==> config.mk <==
export PLATFORM = sky130hd
export DESIGN_NAME = sram_arbiter
export DESIGN_NICKNAME = d
export VERILOG_FILES = /design/src/rtl/sram_arbiter.sv
export SDC_FILE = /design/constraint.sdc
export NUM_CORES = 1
export LEC_CHECK = 0
export ABC_AREA = 1
export BUFFER_PORTS_ARGS = -buffer_cell sky130_fd_sc_hd__buf_2
export CAP_MARGIN = 20
export CORE_UTILIZATION = 54
export CTS_BUF_LIST = sky130_fd_sc_hd__clkbuf_4 sky130_fd_sc_hd__clkbuf_8 sky130_fd_sc_hd__clkbuf_16
export CTS_CLUSTER_SIZE = 16
export DETAILED_ROUTE_END_ITERATION = 8
export GPL_ROUTABILITY_DRIVEN = 0
export PLACE_DENSITY = 0.8
export SYNTH_ARGS = -nofsm -noshare
export SYNTH_HDL_FRONTEND = slang
export SYNTH_SLANG_ARGS = --single-unit
export TNS_END_PERCENT = 20
==> constraint.sdc <==
create_clock -name clk -period 8.3 [get_ports clk]
set_clock_uncertainty 0.2 [all_clocks]
set_input_delay 1.66 -clock clk [delete_from_list [all_inputs] [get_ports clk]]
set_output_delay 1.66 -clock clk [all_outputs]
set_load 0.005 [all_outputs]
==> src/rtl/sram_arbiter.sv <==
// sram_arbiter
//   Shares one serial SPI SRAM between two requesters (port 0: CPU path,
//   port 1: DMA/peripheral master). Each accepted request becomes one
//   complete sequential-mode SPI transaction: command byte, address bytes,
//   then 1/2/4 data bytes. SPI mode 0 (sclk idles low).
//
// Ports
//   clk, resetn              system clock, asynchronous active-low reset
//   reqN, weN, sizeN         request, write(1)/read(0), size (0=1B,1=2B,2/3=4B)
//   addrN, wdataN            byte address, little-endian write data
//   gntN, doneN              one-cycle accept / completion pulses
//   rdata                    read data, updated in the done cycle of a read
//   sclk, si, so, sram_ce    SPI pins (sram_ce active low)
//
// Build option
//   SRAM_ARB_FIXED_PRIO_EN   when defined, port 0 always wins simultaneous
//                            requests (no round-robin state). Port 1 can starve.
module sram_arbiter #(
    parameter int         ADDR_BYTES = 3,
    parameter int         HALF_DIV   = 1,
    parameter logic [7:0] CMD_READ   = 8'h03,
    parameter logic [7:0] CMD_WRITE  = 8'h02
) (
    input  logic        clk,
    input  logic        resetn,
    input  logic        req0,
    input  logic        we0,
    input  logic [1:0]  size0,
    input  logic [23:0] addr0,
    input  logic [31:0] wdata0,
    output logic        gnt0,
    output logic        done0,
    input  logic        req1,
    input  logic        we1,
    input  logic [1:0]  size1,
    input  logic [23:0] addr1,
    input  logic [31:0] wdata1,
    output logic        gnt1,
    output logic        done1,
    output logic [31:0] rdata,
    output logic        sclk,
    output logic        si,
    input  logic        so,
    output logic        sram_ce
);

    localparam int               DIV_W     = (HALF_DIV > 1) ? $clog2(HALF_DIV) : 1;
    localparam logic [DIV_W-1:0] DIV_LAST  = DIV_W'(HALF_DIV - 1);
    localparam logic [5:0]       ADDR_BITS = 6'(8 * ADDR_BYTES);

    typedef enum logic [2:0] {
        S_IDLE, S_SETUP, S_CMD, S_ADDR, S_DATA, S_DONE
    } state_t;

    state_t           state;
    logic [DIV_W-1:0] div_cnt;
    logic [5:0]       bit_cnt;      // bits left in the current phase
    logic             port_r;
    logic             we_r;
    logic [5:0]       data_bits_r;  // 8 * byte count of the latched request
    logic [62:0]      sh;           // outgoing bits still to be placed on si
    logic [31:0]      rx;           // read bits, first byte ends up highest
`ifndef SRAM_ARB_FIXED_PRIO_EN
    logic             rr_last;      // port granted most recently
`endif

    // Whole outgoing frame, left aligned: cmd, address, data bytes in
    // address order (little-endian), each MSB first. Reads send zeros.
    function automatic logic [63:0] build_frame(input logic we, input logic [1:0] size,
                                                input logic [23:0] addr, input logic [31:0] wdata);
        logic [7:0]  cmd;
        logic [31:0] d;
        logic [31:0] payload;
        cmd = we ? CMD_WRITE : CMD_READ;
        d   = '0;
        if (we) begin
            case (size)
                2'd0:    d[7:0]  = wdata[7:0];
                2'd1:    d[15:0] = wdata[15:0];
                default: d       = wdata;
            endcase
        end
        payload = {d[7:0], d[15:8], d[23:16], d[31:24]};
        if (ADDR_BYTES == 2)
            return {cmd, addr[15:0], payload, 8'h00};
        else
            return {cmd, addr, payload};
    endfunction

    function automatic logic [5:0] data_bits(input logic [1:0] size);
        case (size)
            2'd0:    return 6'd8;
            2'd1:    return 6'd16;
            default: return 6'd32;  // size 3 is treated as 4 bytes
        endcase
    endfunction

    // rx holds the first received byte in its most significant used byte;
    // byte k belongs at rdata[8k+7:8k].
    function automatic logic [31:0] unpack_rdata(input logic [31:0] r, input logic [5:0] nbits);
        case (nbits)
            6'd8:    return {24'h0, r[7:0]};
            6'd16:   return {16'h0, r[7:0], r[15:8]};
            default: return {r[7:0], r[15:8], r[23:16], r[31:24]};
        endcase
    endfunction

    logic        win_any;
    logic        win_port;
    logic        sel_we;
    logic [1:0]  sel_size;
    logic [63:0] sel_frame;
    logic        bit_active;
    logic        rise;
    logic        fall;

    always_comb begin
        win_any = req0 | req1;
`ifdef SRAM_ARB_FIXED_PRIO_EN
        win_port = ~req0;
`else
        if (req0 && req1)
            win_port = ~rr_last;
        else
            win_port = ~req0;
`endif
        sel_we    = win_port ? we1 : we0;
        sel_size  = win_port ? size1 : size0;
        sel_frame = win_port ? build_frame(we1, size1, addr1, wdata1)
                             : build_frame(we0, size0, addr0, wdata0);

        // bit_cnt==0 in DATA is the trailing low cycle before DONE
        bit_active = (state == S_CMD || state == S_ADDR || state == S_DATA) && (bit_cnt != 6'd0);
        rise       = bit_active && !sclk && (div_cnt == DIV_LAST);
        fall       = bit_active &&  sclk && (div_cnt == DIV_LAST);
    end

    // Control: arbitration, sequencing and SPI pin timing
    always_ff @(posedge clk or negedge resetn) begin
        if (!resetn) begin
            state       <= S_IDLE;
            sclk        <= 1'b0;
            si          <= 1'b0;
            sram_ce     <= 1'b1;
            gnt0        <= 1'b0;
            gnt1        <= 1'b0;
            done0       <= 1'b0;
            done1       <= 1'b0;
            rdata       <= '0;
            div_cnt     <= '0;
            bit_cnt     <= '0;
            port_r      <= 1'b0;
            we_r        <= 1'b0;
            data_bits_r <= '0;
`ifndef SRAM_ARB_FIXED_PRIO_EN
            rr_last     <= 1'b1;
`endif
        end else begin
            gnt0  <= 1'b0;
            gnt1  <= 1'b0;
            done0 <= 1'b0;
            done1 <= 1'b0;

            if (bit_active) begin
                if (div_cnt == DIV_LAST) begin
                    div_cnt <= '0;
                    sclk    <= ~sclk;
                end else begin
                    div_cnt <= div_cnt + 1'b1;
                end
            end

            case (state)
                S_IDLE: begin
                    if (win_any) begin
                        port_r      <= win_port;
                        we_r        <= sel_we;
                        data_bits_r <= data_bits(sel_size);
                        gnt0        <= ~win_port;
                        gnt1        <= win_port;
`ifndef SRAM_ARB_FIXED_PRIO_EN
                        rr_last     <= win_port;
`endif
                        sram_ce     <= 1'b0;
                        si          <= sel_frame[63];
                        state       <= S_SETUP;
                    end
                end
                S_SETUP: begin
                    bit_cnt <= 6'd8;
                    div_cnt <= '0;
                    state   <= S_CMD;
                end
                S_CMD: begin
                    if (fall) begin
                        si <= sh[62];
                        if (bit_cnt == 6'd1) begin
                            bit_cnt <= ADDR_BITS;
                            state   <= S_ADDR;
                        end else begin
                            bit_cnt <= bit_cnt - 6'd1;
                        end
                    end
                end
                S_ADDR: begin
                    if (fall) begin
                        si <= sh[62];
                        if (bit_cnt == 6'd1) begin
                            bit_cnt <= data_bits_r;
                            state   <= S_DATA;
                        end else begin
                            bit_cnt <= bit_cnt - 6'd1;
                        end
                    end
                end
                S_DATA: begin
                    if (bit_cnt == 6'd0) begin
                        sram_ce <= 1'b1;
                        done0   <= ~port_r;
                        done1   <= port_r;
                        if (!we_r)
                            rdata <= unpack_rdata(rx, data_bits_r);
                        state   <= S_DONE;
                    end else if (fall) begin
                        si      <= sh[62];
                        bit_cnt <= bit_cnt - 6'd1;
                    end
                end
                S_DONE: begin
                    si    <= 1'b0;
                    state <= S_IDLE;
                end
                default: state <= S_IDLE;
            endcase
        end
    end

    // Datapath shift registers: loaded at grant, no reset needed
    always_ff @(posedge clk) begin
        if (state == S_IDLE && win_any) begin
            sh <= sel_frame[62:0];
            rx <= '0;
        end else begin
            if (fall)
                sh <= {sh[61:0], 1'b0};
            if (rise && state == S_DATA)
                rx <= {rx[30:0], so};
        end
    end

endmodule

## Word level (Yosys, flattened, before mapping)

Cells that the tools add are included.

- Equal/unequal tests: 19
- Divide/modulo/power cells: 0
- Muxes and demuxes: 48
- Magnitude comparators: 0
- Bitwise logic cells: 8
- Add/sub/neg operators: 2
- Reduce and logical (&&, ||, !) cells: 32
- Shift-type cells: 0
- Multipliers: 0

Operators with widths:

| operator | number |
|---|---|
| 63-bit 2-to-1 mux | 2 |
| 32-bit 2-to-1 mux | 2 |
| 32-bit one-hot mux with 2 select lines | 1 |
| 57-bit 2-to-1 mux | 1 |
| 6-bit 2-to-1 mux | 6 |
| 16-bit 2-to-1 mux | 2 |
| 6-bit one-hot mux with 4 select lines | 1 |
| 1-bit 2-to-1 mux | 20 |
| 3-bit 2-to-1 mux | 6 |
| 8-bit 2-to-1 mux | 2 |
| 3-bit one-hot mux with 5 select lines | 1 |
| 2-bit inequality test, second input constant | 6 |
| 6-bit one-hot mux with 2 select lines | 1 |
| 3-bit AND reduction | 3 |
| 1-bit logical AND | 8 |
| 4-bit nonzero test | 2 |
| 1-bit NOT | 7 |
| 2-bit by 1-bit equality test with 1-bit output, second input constant | 3 |
| 3-bit by 2-bit equality test with 1-bit output, second input constant | 2 |
| 3-bit equality test, second input constant | 2 |
| 6-bit by 1-bit equality test with 1-bit output, second input constant | 1 |
| 6-bit by 4-bit equality test with 1-bit output, second input constant | 1 |
| 6-bit by 5-bit equality test with 1-bit output, second input constant | 1 |
| 2-bit zero test | 3 |
| 18 further kinds | 25 |

- Flip-flop bits (word level): 153
- Word-level logic and storage cells: 126
- RAM bits: 0
- Input port bits: 123
- Memories: 0
- ROM bits: 0
- Bits in latches: 0

## Logic depth before layout (Yosys ltp)

Gate-level depths: netlist of the first run.

- Depth in word-level cells: 9
- Mapped depth: 11

## Least setup slack after synthesis of the first run

Ideal clock, no wire load.

- Path type: reg-to-reg
- Start: register state[0]
- End: register sh[0], enable pin
- Path buffers: 0
- Setup slack: 2.202 ns
- Required time: 7.529 ns
- Clock period less this slack: 6.098 ns
- Cell stages (with the launch flop): 6
- Setup time: 0.571 ns
- Arrival time: 5.327 ns
- Cells stage by stage: dfrtp_1 -> nor2_2 -> nand2_2 -> nand2_1 -> nand2_1 -> o21ai_0

- Longest elaborated chain between the ends: 7

Ends and longest elaborated chain:

| element | line | source |
|---|---|---|
| start, declared | 55 | `state_t state;` |
| start signal, assigned | 141 | `state <= S_IDLE;` |
| start signal, assigned | 186 | `state <= S_SETUP;` |
| start signal, assigned | 192 | `state <= S_CMD;` |
| 3-bit by 2-bit equality test with 1-bit output | 133 | `bit_active = (state == S_CMD \|\| state == S_ADDR \|\| state == S_DATA) && (bit_cnt != 6'd0);` |
| 1-bit logical OR (2 in series) | 133 |  |
| 1-bit logical AND | 133 |  |
| 1-bit logical AND (2 in series) | 135 | `fall = bit_active && sclk && (div_cnt == DIV_LAST);` |
| 2-bit nonzero test (no source line) * | - |  |
| end signal, assigned | 241 | `sh <= sel_frame[62:0];` |
| end signal, assigned | 245 | `sh <= {sh[61:0], 1'b0};` |
| end, declared | 61 | `logic [62:0] sh;` |

Mark *: on every way between the ends. The rest lies on a longest branch, timed or not.
A chain may end at the register's enable or synchronous reset.

## Worst setup path in the final report of the first run

- Start: input port req0
- End: register sh[24], data pin

- Longest elaborated chain between the ends: 4

Ends and longest elaborated chain:

| element | line | source |
|---|---|---|
| start, declared | 26 | `input logic req0,` |
| 1-bit logical AND or 1-bit NOT (tied branches) | 122, 125 |  |
| 1-bit 2-to-1 mux | 122 | `if (req0 && req1)` |
| 57-bit 2-to-1 mux | 129 | `sel_frame = win_port ? build_frame(we1, size1, addr1, wdata1)` |
| 63-bit 2-to-1 mux * | 240 | `if (state == S_IDLE && win_any) begin` |

Marks and branches as above.

==> results of run 1 <==
==> flip-flops by register name, summed over array words and instances (netlist names), 3 cells and up <==
| signal | flops |
|---|---|
| rx | 32 |
| data_bits_r | 3 |
| rdata | 32 |
| state | 3 |
| sh | 63 |
| bit_cnt | 6 |
==> layer usage <==
layer,part of all wire (%),track usage [%],up-vias
met5,0,0,-
met4,1.4,8.17,0
met3,5.9,5.43,22
met2,48,41.6,245
met1,45,36.1,2940
li1,-,-,3170
==> layout make-up <==
| class | instances | area, um2 | area share, % |
|---|---|---|---|
| clock inverter | 12 | 136 | 1.58 |
| clock buffer | 20 | 448 | 5.20 |
| timing repair buffer | 168 | 878 | 10.2 |
| multi-input combinational | 632 | 2860 | 33.2 |
| sequential | 149 | 3890 | 45.1 |
| tap | 172 | 215 | 2.50 |
| inverter | 52 | 198 | 2.29 |
==> layout by cell type, fill, tap and decap left out, drive strengths merged <==
| master | instances |
|---|---|
| inv | 51 |
| clkinv | 8 |
| or2 | 2 |
| nand3 | 93 |
| dfrtp | 52 |
| a2bb2oi | 15 |
| nand2 | 304 |
| clkbuf | 20 |
| edfxtp | 63 |
| ha | 3 |
| xor2 | 1 |
| nor3 | 2 |
| buf | 168 |
| o22ai | 1 |
| dfxtp | 32 |
| a21oi | 36 |
| dfstp | 2 |
| nor2 | 89 |
| clkinvlp | 2 |
| o21ai | 73 |
| nand4 | 3 |
| o21a | 10 |
| bufinv | 3 |
==> worst max-delay path: stages <==
cell and delay [ns]:
buf_2 0.09, inv_1 0.03, nand2_1 0.10, nand2_2 0.06, buf_4 0.30, inv_2 0.64, buf_4 0.61, nand3_1 0.15
o21a_1 0.13
==> worst max path at each step <==
stage	startpoint	endpoint
after floorplan	state[0]	sh[0]
after global placement	req0	sh[25]
after detailed placement	req0	sh[56]
after CTS	req0	sh[24]
after global routing	req1	sh[55]
final	req0	sh[24]
==> logic make-up after synthesis <==
| group | count (synthesis) |
|---|---|
| buffers and inverters | 99 |
| AOI/OAI and AO/OA | 135 |
| and+or+nand+nor | 493 |
| adders and majority gates | 3 |
| DFF | 149 |
| xor gates and xnor gates | 1 |
==> report_power, final <==
group	internal, mW	switching (mW)
Combinational	0.243	0.439
Clock	0.476	0.286
Sequential	1.13	0.149
==> metrics by stage <==
step | utilization (%) | hold WS [ns] | setup slack (ns) | instances
after floorplan | - | 0.203 | 2.20 | 880
after global placement | 62.5 | 0.223 | 4.07 | 1172
after detailed placement | 62.5 | 0.229 | 4.03 | 1172
after CTS | 67.0 | 0.243 | 4.46 | 1204
after global routing | 67.2 | 0.277 | 4.19 | 1205
final | 67.2 | 0.236 | 4.44 | 1205
==> impl_metrics.json, run 1 <==
{
  "status": "completed",
  "postCtsSetupBuffers": 0,
  "fin_nets": 1146,
  "io_pins": 162,
  "rsz0062_at_grt": "false",
  "avgRoutedWirePerCell_um": 14.3,
  "drv_cap": 0,
  "synthAdderAreaFrac_pct": 0.521,
  "required_ns": 8.27,
  "postCtsHoldBufs": 0,
  "grt_pass1_wl_um": 28800,
  "die_y_um": 117,
  "clock.fmax_mhz": 259,
  "yosys.area.top_type": "edfxtp_1",
  "worst-path-max-fanout": 58,
  "leakage_nw": 4.19,
  "min_to": "done0",
  "grt_overflow_total": 0,
  "hp-class": "flip-flop to flip-flop",
  "r2r_slack_ns": 5.14,
  "timing.hold.worst_path_depth": 1,
  "grt_pass1_vias": 6067,
  "fill_cells": 1096,
  "synth_compound_area_share_pct": 10.6,
  "first_iter_violations": 507,
  "rows": 41,
  "finalCritPeriodShare_pct": 46.5,
  "ys_async_sr_fraction_pct": 36.2,
  "syn-instance-count": 880,
  "coreArea_mm2": 0.0128,
  "slew_violations": 0,
  "cts.clk_slew.worst_paths_ns": 0.06,
  "synth_most_common_cell": "nand2_1",
  "clock-sinks": 149,
  "drt-total-wl_um": 17300,
  "ff2ff_path_depth": 9,
  "synth_top_area_share_pct": 26.3,
  "setup_violations": 0,
  "synth.avg_cell_area_um2": 8.18,
  "tritoncts": "yes",
  "drt_first_pass_iters": 5,
  "antenna_found_initial": 0,
  "numCtsBuffers": 17,
  "netlist_area_mm2": 0.00720,
  "htreeDepth": 4,
  "die_x_um": 117,
  "clk_latency_ns": 0.42,
  "final_area_mm2": 0.00862,
  "synth.distinct_cells": 33,
  "postPlaceCellArea_mm2": 0.00801,
  "reg2reg_from": "state[0]",
  "muxShareOfSynthArea_pct": 0,
  "grt_max_degree": 64,
  "peakVddDrop_uv": 188,
  "r2r-end": "sh[24]",
  "fin_setup_tns_ns": 0,
  "drc_errors": 0,
  "startpoint_type": "input port",
  "synth_warnings": 0,
  "finalHoldViolCount": 0,
  "crit_arrival_ns": 3.83,
  "ctsResizeCount": 0,
  "initial_utilization_pct": 56.1,
  "area_delta_synth_final_pct": 19.7,
  "cts_buffer_depth": 2,
  "antenna_cells": 0,
  "relSlewSlack_pct": 45.3,
  "powerDensity_mw_per_mm2": 316,
  "fin_crit_ns": 3.86,
  "dp_hpwl_um": 11600,
  "synth_edf_count": 63,
  "worstSetupPathType": "input port to flip-flop",
  "yosys-top-cells-count": "nand2_1, nand3_1, nor2_1",
  "ys_seq_area_share_pct": 54.0,
  "synth_ff_type": "edfxtp_1",
  "synthTopCellsByArea": "edfxtp_1, dfrtp_1, nand2_1",
  "power_mw": 2.73,
  "track_usage_pct": 26.2,
  "ys_ff_latch": 149,
  "worstHoldStart": "port_r",
  "yosys.area_share.simple_pct": 28.3,
  "cp-end-kind": "flip-flop",
  "synth_fp_nets": 1006,
  "synth_top_family_by_area": "simple AND/OR/NAND/NOR gates",
  "clockRootBuffer": "clkbuf_16",
  "worstMarginPinSlew_ns": 0.821,
  "antenna_left": 0,
  "port_buffers": 161,
  "synthXorXnorAreaFrac_pct": 0.122,
  "dieArea_mm2": 0.0138,
  "drive_gt1_share_pct": 21.9,
  "vias": 6377,
  "vias_per_cell": 5.29
}
No activity file was read; power rests on OpenSTA's default activity.
==> inputs of run 2 (changes only) <==
--- a/config.mk
+++ b/config.mk
@@ -5,15 +5,15 @@
 export SDC_FILE = /design/constraint.sdc
 export NUM_CORES = 1
 export LEC_CHECK = 0
-export ABC_AREA = 1
+export ABC_AREA = 0
 export BUFFER_PORTS_ARGS = -buffer_cell sky130_fd_sc_hd__buf_2
 export CAP_MARGIN = 20
-export CORE_UTILIZATION = 54
+export CORE_UTILIZATION = 49
 export CTS_BUF_LIST = sky130_fd_sc_hd__clkbuf_4 sky130_fd_sc_hd__clkbuf_8 sky130_fd_sc_hd__clkbuf_16
 export CTS_CLUSTER_SIZE = 16
 export DETAILED_ROUTE_END_ITERATION = 8
 export GPL_ROUTABILITY_DRIVEN = 0
-export PLACE_DENSITY = 0.8
+export PLACE_DENSITY = 0.77
 export SYNTH_ARGS = -nofsm -noshare
 export SYNTH_HDL_FRONTEND = slang
 export SYNTH_SLANG_ARGS = --single-unit
==> constraint.sdc (replaced) <==
create_clock -name clk -period 3.1 [get_ports clk]
set_clock_uncertainty 0.2 [all_clocks]
set_input_delay 0.62 -clock clk [delete_from_list [all_inputs] [get_ports clk]]
set_output_delay 0.62 -clock clk [all_outputs]
set_load 0.005 [all_outputs]
==> run 2 against run 1 <==
Design area down 2.4%. Sequential cell count did not move. Wire length shrank 6.5%. Clock power increased to 2.6 times the previous value. The run now ends with DRC left. Worst hold slack got worse by 0.19 ns. First-iteration DRC count is 11% lower. Register-to-register slack got worse by 4.6 ns. Critical path type is now flip-flop to flip-flop. Sequential share of layout area is 1.1 points higher. Total power increased to 2.9 times the previous value. Critical path depth down 3. Synthesized area down 3.8%. Combinational power rose to 3.5 times the previous value.
==> impl_metrics.json, run 2 <==
{
  "coreArea_mm2": 0.0138,
  "pwr-share-comb_pct": 29.8,
  "clkPwrFrac_pct": 24.8,
  "grt_overflow_total": 0,
  "synth.distinct_cells": 55,
  "clockRootBuffer": "clkbuf_16",
  "place_inst": 989,
  "startpoint_type": "flip-flop",
  "ys_ff_latch": 149,
  "syn-instance-count": 688,
  "clk_latency_ns": 0.42,
  "relSlewSlack_pct": 30.6,
  "r2r_slack_ns": 0.56,
  "yosys-top-cells-count": "nand2_1, nor2_1, edfxtp_1",
  "swShare_pct": 34.1,
  "finalHoldViolCount": 0,
  "worstSetupPathType": "flip-flop to flip-flop",
  "ys_seq_area_share_pct": 56.1,
  "track_usage_pct": 23.5,
  "power_mw": 7.95,
  "antenna_left": 0,
  "worst-path-max-fanout": 32,
  "postCtsHoldBufs": 0,
  "largest_register_ffs": 63,
  "cts_buffer_depth": 2,
  "initial_utilization_pct": 50.1,
  "fill_cells": 1170,
  "final_cell_mix": "buf_2, nand2_1, nor2_1, edfxtp_1, dfrtp_1",
  "synth_ff_type": "edfxtp_1",
  "finalCritPeriodShare_pct": 81.9,
  "seq_power_share_pct": 45.4,
  "synth.avg_cell_area_um2": 10.1,
  "grt_pass1_wl_um": 26500,
  "drt_first_pass_iters": 7,
  "vias": 5676,
  "violations": "DRC",
  "biggestRegsByFlops": "sh x63, rdata x32, rx x32",
  "synth_warnings": 0,
  "dieArea_mm2": 0.0146,
  "ys_async_sr_fraction_pct": 36.2,
  "synth_top_area_share_pct": 27.3,
  "numCtsBuffers": 17,
  "required_ns": 3.25,
  "yosys.area.top_type": "edfxtp_1",
  "synth_fp_nets": 814,
  "synthTopCellsByArea": "edfxtp_1, dfrtp_1, dfxtp_1",
  "final_common_cell": "buf_2",
  "synth_most_common_cell": "nand2_1",
  "leakage_nw": 3.67,
  "cts.clk_slew.worst_paths_ns": 0.06,
  "drt-total-wl_um": 16200,
  "grt_pass1_vias": 5286,
  "cp-end-kind": "flip-flop",
  "fin_ws_ns": 0.560,
  "dp_hpwl_um": 11000,
  "fin_crit_ns": 2.54,
  "drv_cap": 0,
  "postCtsSetupBuffers": 0,
  "setup_violations": 0,
  "hp-class": "input port to asynchronous set/reset pin",
  "rows": 43,
  "first_iter_violations": 452,
  "fin_nets": 954,
  "port_buffers": 161,
  "clock-sinks": 149,
  "power.internal_mw": 5.24,
  "ctsResizeCount": 0,
  "die_x_um": 121,
  "htreeDepth": 4,
  "powerDensity_mw_per_mm2": 944,
  "rsz0062_at_grt": "false",
  "synth_edf_count": 63,
  "antenna_cells": 0,
  "area_delta_synth_final_pct": 21.5,
  "slew_violations": 0,
  "final_cells": 1021,
  "switchingPower_mw": 2.71,
  "antenna_found_initial": 0,
  "drc_errors": 2,
  "largest_register": "sh",
  "status": "complete, but fails checks",
  "fin_setup_tns_ns": 0,
  "die_y_um": 121,
  "avgRoutedWirePerCell_um": 15.8,
  "peakVddDrop_uv": 535,
  "tritoncts": "yes",
  "drive_gt1_share_pct": 28.8,
  "grt_max_degree": 90,
  "crit_arrival_ns": 2.69,
  "worstMarginPinSlew_ns": 1.04,
  "vias_per_cell": 5.56,
  "io_pins": 162,
  "clock.fmax_mhz": 394,
  "dp_slack_ns": 0.384,
  "netlist_area_mm2": 0.00693
}
==> run 2: changes by cell type in the layout (fill, tap and decap cells not counted), sizes merged, moves of 6 or more <==
cell,previous run,this run
nand2,304,146
nand3,93,4
inv,51,13
a221oi,0,31
mux2i,0,26
a2bb2oi,15,0
o21ai,73,58
nor2,89,77
a22oi,0,9
o21a,10,1
o22a,0,9
o22ai,1,9
and2,0,6
nand2b,0,6
==> run 2: worst paths after layout <==
path	depth (start not counted)	start	endpoint
max	6	bit_cnt[0]	rx[3]
min	1	resetn	rdata[27]
max reg2reg	6	bit_cnt[0]	rx[3]
min reg2reg	2	rx[31]	rx[31]
max in group asynchronous	2	resetn	rdata[4]
min in group clk	3	so	rx[0]
==> run 2: per-stage QoR <==
step	utilization, %	instance area [um2]	hold slack, ns
after floorplan	-	6940	0.124
after global placement	56.7	7840	0.248
after detailed placement	56.7	7840	0.257
after CTS	60.9	8420	0.0672
after global routing	60.9	8420	0.0992
final	60.9	8420	0.0476
==> run 2: critical path, stage by stage, from the launching register on <==
cell and delay (ns):
dfrtp_1 0.42, inv_1 0.13, ha_1 0.22, nor2b_1 0.31, a211o_1 0.86, nand2_1 0.14
a21oi_1 0.19
==> run 2: power groups by stage <==
| stage | combinational (mW) | sequential, mW | clock [mW] |
|---|---|---|---|
| after detailed placement | 2.36 | 3.62 | 0 |
| after global placement | 2.29 | 3.61 | 0 |
| after global routing | 2.67 | 3.69 | 2.08 |
| final | 2.37 | 3.61 | 1.97 |
| after CTS | 2.38 | 3.60 | 2.00 |
| after floorplan | 1.75 | 3.44 | 0 |
==> run 2: cell type report <==
type	instances	area, um2	area share, %
clock buffers	23	513	6.09
clock inverters	9	63.8	0.758
inverters	9	33.8	0.401
multi-input cells	481	2770	32.9
flip-flops and latches	149	3890	46.2
well taps	180	225	2.68
repair buffers	170	923	11.0
==> run 2: cells by family after synthesis <==
group / Yosys count / synth area share (%)
flip-flops: 149 / 56.1
adder cells (fa/ha/maj): 3 / 0.542
AO/OA/AOI/OAI: 181 / 18.5
XOR/XNOR: 3 / 0.379
buffers and inverters: 58 / 4.17
AND/OR/NAND/NOR: 265 / 16.1
multiplexers: 29 / 4.24
==> run 2: metal layers <==
| metal | GRT usage, % | up-vias | share of wire (%) |
|---|---|---|---|
| met1 | 31.7 | 2695 | 44 |
| li1 | - | 2766 | - |
| met3 | 5.92 | 10 | 6.7 |
| met2 | 37.3 | 205 | 49 |
| met4 | 7.48 | 0 | 0.87 |
| met5 | 0 | - | 0 |
